<file path="config.mk">
export PLATFORM = sky130hd
export DESIGN_NAME = fa
export DESIGN_NICKNAME = d
export VERILOG_FILES = /design/src/rtl/fa.sv
export SDC_FILE = /design/constraint.sdc
export NUM_CORES = 1
export LEC_CHECK = 0
export BUFFER_PORTS_ARGS = -buffer_cell sky130_fd_sc_hd__buf_4
export CORE_MARGIN = 3
export CORE_UTILIZATION = 47
export CTS_BUF_LIST = sky130_fd_sc_hd__clkbuf_2 sky130_fd_sc_hd__clkbuf_4 sky130_fd_sc_hd__clkbuf_8
export CTS_CLUSTER_SIZE = 28
export DETAILED_ROUTE_END_ITERATION = 8
export PLACE_DENSITY = 0.75
export SETUP_SLACK_MARGIN = 0.5
export SLEW_MARGIN = 10
export SYNTH_ARGS = -nofsm -noshare
export SYNTH_HDL_FRONTEND = slang
export SYNTH_SLANG_ARGS = --single-unit
</file>
<file path="constraint.sdc">
create_clock -name clk -period 1.8 [get_ports clk]
set_clock_uncertainty 0.05 [all_clocks]
set_input_delay 0.18 -clock clk [delete_from_list [all_inputs] [get_ports clk]]
set_output_delay 0.18 -clock clk [all_outputs]
set_load 0.01 [all_outputs]
</file>
<file path="src/rtl/fa.sv">
// rtl/fa.sv - full adder with registered outputs and capture/carry counters
module fa #(
   parameter int CNT_W = 8
) (
   input  logic             clk,
   input  logic             rst,
   input  logic             a,
   input  logic             b,
   input  logic             c,
   input  logic             en,
   output logic             s,
   output logic             co,
   output logic             s_q,
   output logic             co_q,
   output logic [CNT_W-1:0] op_cnt,
   output logic [CNT_W-1:0] carry_cnt
);

   // Combinational path is independent of clk and rst.
   assign s  = a ^ b ^ c;
   assign co = (a & b) | (a & c) | (b & c);

   always_ff @(posedge clk) begin
      if (rst) begin
         s_q       <= 1'b0;
         co_q      <= 1'b0;
         op_cnt    <= '0;
         carry_cnt <= '0;
      end else if (en) begin
         s_q    <= s;
         co_q   <= co;
         op_cnt <= op_cnt + CNT_W'(1);
         if (co) begin
            carry_cnt <= carry_cnt + CNT_W'(1);
         end
      end
   end

endmodule

</file>
==> key figures <==
Placement
  • IO buf count: 25
  • Detail Placement HPWL: 1.31 mm
  • Worst slack, placed: 0.370 ns
  • Gpl congestion: 0.702

Power
  • Pwr Density: 683 nW/µm²
  • Static Leak: 0.450 nW
  • Seq pwr share: 54.2%
  • Clock power frac: 32.0%
  • Peak supply drop: 0.000529 V
  • Internal power: 585 µW
  • Sw Ratio: 24.6%
  • Gate power share: 13.8%
  • P_sw: 191 µW

STA
  • Final setup viols: 0
  • Final Hold Vio Count: 0
  • Setup TNS: 0 ns
  • Worst-margin pin slew: 0.307 ns
  • RSZ-0062 raised after global routing: true
  • Max Slew Vio Count: 0
  • Worst setup margin: 0.440 ns
  • Worst slew margin: 79.3%
  • Fin crit period: 1.36 ns
  • Fmax: 735 MHz
  • Ratio of final minimum period to clock period: 75.6%

Final layout
  • Ant diodes: 0
  • # nets final: 128
  • Share of layout cells above drive strength 1: 45.8%
  • Fillers: 121
  • Final core occ: 74.5%
  • Synth-to-layout area growth: 46.7%

Global routing
  • Vias in the first global route: 774
  • Total GRT Usage: 21.5%
  • Gr ovfl total: 0
  • Global-route wire length before repair: 3.24 mm
  • Largest net degree at the start of global routing: 19
  • Initial antenna violation count: 0

Routing
  • Total number of vias: 793
  • Post-Route WL: 2.08 mm
  • Drt wl/cell: 15.5 µm
  • Vias per cell: 5.92
  • Final ANT Viol Nets: 0
  • DR DRC count: 0
  • DRT iter0 DRCs: 15
  • Pre-Repair DR Iteration Count: 4

Setup path
  • Critical Path Fanout Max: 4
  • Critical path buffers and inverters: 1
  • Top cell family by delay on the critical path: simple AND/OR/NAND/NOR gates
  • Critical Path AT: 1.55 ns
  • Slowest CP cell: or4_4
  • Setup crit end kind: register
  • Worst EP required: 1.99 ns
  • Reg-to-reg startpoint: carry_cnt[1]
  • Cell Chain, Critical Path: ha_4, inv_2, or4_4, a21oi_2
  • Critical path launch point type: register
  • Critical Path Start: carry_cnt[1]
  • Critical path type: register to register
  • CP peak stage delay: 0.52 ns

Yosys
  • Synth Instances: 84
  • Synthesized area per cell: 9.22 µm²
  • Synth Area in XOR/XNOR: 6.79%
  • Seq/Total Area, Yosys: 46.5%
  • Mux contribution to synthesized area: 2.58%
  • Synth Area in Compound Gates: 12.3%
  • Synth warnings: 0
  • Simple logic cell fraction of the synthesized area: 23.6%
  • Synthesized area: 774 µm²
  • Post-synth cell types: 21
  • Synth Area in Adders: 5.82%
  • Largest family of logic cells by synthesized area: simple AND/OR/NAND/NOR gates
  • Seq cells post-synth: 18
  • Syn nets: 93

Clocking
  • CTS H-Tree Depth: 1
  • CTS tree: yes
  • Worst-path clk slew: 0.10 ns
  • Max Root-Sink Buffers: 2
  • Clk root buf: clkbuf_4
  • Hold buffers post-CTS: 0
  • TritonCTS Buffers: 3
  • Clock latency on the worst-skew pair: 0.30 ns
  • Clock Sink Count: 18

Floorplanning
  • Initial Util: 50.8%
  • Core area: 1520 µm²
  • Die area: 2170 µm²
  • Die X: 46.6 µm
  • IO Pins: 26
  • Std cell rows: 14
  • Vert. Die Dim: 46.6 µm

Job
  • Max_cap viols: 0

Hold path
  • Worst Hold Class: input port to register
  • Hold_sp: rst

Run status
  • Outcome: finished clean
## power groups by stage
stage               Sequential (mW)  Combinational, mW  Clock (mW)
floorplan                     0.435             0.0433           0
global placement              0.432             0.0877           0
detailed placement            0.432             0.0891           0
CTS                           0.422             0.0999       0.256
global route                  0.422              0.116       0.273
finish                        0.420              0.107       0.248
## layer usage
layer | global-route usage, % | wire [µm] | share of wire, %
met5 | 0 | 0 | 0
met4 | 12.5 | 63 | 3.0
met3 | 3.91 | 142 | 6.8
met2 | 37.4 | 1110 | 53
met1 | 23.9 | 766 | 37
## sequential cells by signal, summed over array words and instances, names as in the netlist
signal     count
carry_cnt      8
op_cnt         8
co_q           1
s_q            1
## final cells by class
class / count / area, µm² / area share [%]
Sequential cell: 18 / 387 / 34.0
Timing Repair Buffer: 33 / 248 / 21.8
Clock buffer: 4 / 36.3 / 3.19
Tap cell: 16 / 20.0 / 1.76
Inverter: 1 / 3.75 / 0.330
Multi-Input combinational cell: 62 / 442 / 38.9
## through the flow
stage | cells | hold WS [ns] | cell area, µm² | total power, mW
3_5_place_dp | 122 | 0.414 | 978 | 0.521
2_1_floorplan | 84 | 0.413 | 786 | 0.478
6_report | 134 | 0.125 | 1140 | 0.776
3_3_place_gp | 122 | 0.410 | 978 | 0.519
4_1_cts | 130 | 0.106 | 1060 | 0.778
5_1_grt | 134 | 0.136 | 1140 | 0.811
## worst paths after layout
check	endpoint	slack [ns]	cells after the start
setup reg to reg	carry_cnt[6]	0.44	4
hold reg to reg	co_q	0.44	2
hold / removal	carry_cnt[7]	0.12	2
setup / recovery	carry_cnt[6]	0.44	4
## logic make-up (layout without fill, tap and decap cells)
family	after synthesis	after routing
compound gates	18	18
xor+xnor	6	6
fa+ha+maj	3	3
buf+inv	4	38
flops	18	18
mux	2	2
simple gates	33	33
## synth_stat cells
| master | number | share of area, % |
|---|---|---|
| a21oi_1 | 10 | 6.5 |
| buf_1 | 1 | 0.48 |
| buf_4 | 1 | 0.97 |
| clkbuf_1 | 1 | 0.48 |
| dfxtp_1 | 18 | 47 |
| fa_1 | 1 | 2.6 |
| ha_1 | 2 | 3.2 |
| inv_1 | 1 | 0.48 |
| mux2i_1 | 2 | 2.6 |
| nand2_1 | 5 | 2.4 |
| nand2b_1 | 1 | 0.81 |
| nand3_1 | 7 | 4.5 |
| nand4_1 | 3 | 2.4 |
| nand4_4 | 1 | 2.7 |
| nor2_1 | 8 | 3.9 |
| o21ai_0 | 6 | 3.9 |
| o31ai_1 | 2 | 1.9 |
| or3_1 | 6 | 4.8 |
| or4_1 | 2 | 1.9 |
| xnor2_1 | 1 | 1.1 |
| xor2_1 | 5 | 5.7 |
## repair_timing
| item | CTS | global route |
|---|---|---|
| resized for setup | 7 | 12 |
| buffers inserted | 4 | 4 |
| setup endpoints to repair | 3 | 6 |
| pin swaps | 4 | 3 |
## cell usage in the layout, fill, tap and decap left out
cell type | netlist | routed
buf_4 | 1 | 33
dfxtp_1 | 18 | 11
nor2_1 | 8 | 8
nand3_1 | 7 | 7
a21oi_1 | 10 | 7
dfxtp_4 | 0 | 7
o21ai_0 | 6 | 6
or3_1 | 6 | 6
nand2_1 | 5 | 5
xor2_1 | 5 | 5
a21oi_2 | 0 | 3
nand4_1 | 3 | 3
clkbuf_4 | 0 | 3
mux2i_1 | 2 | 2
o31ai_1 | 2 | 2
or4_4 | 0 | 2
ha_4 | 0 | 2
nand4_4 | 1 | 1
inv_2 | 0 | 1
xnor2_1 | 1 | 1
nand2b_1 | 1 | 1
fa_2 | 0 | 1
clkbuf_8 | 0 | 1
(Power assumes the default switching activity.)
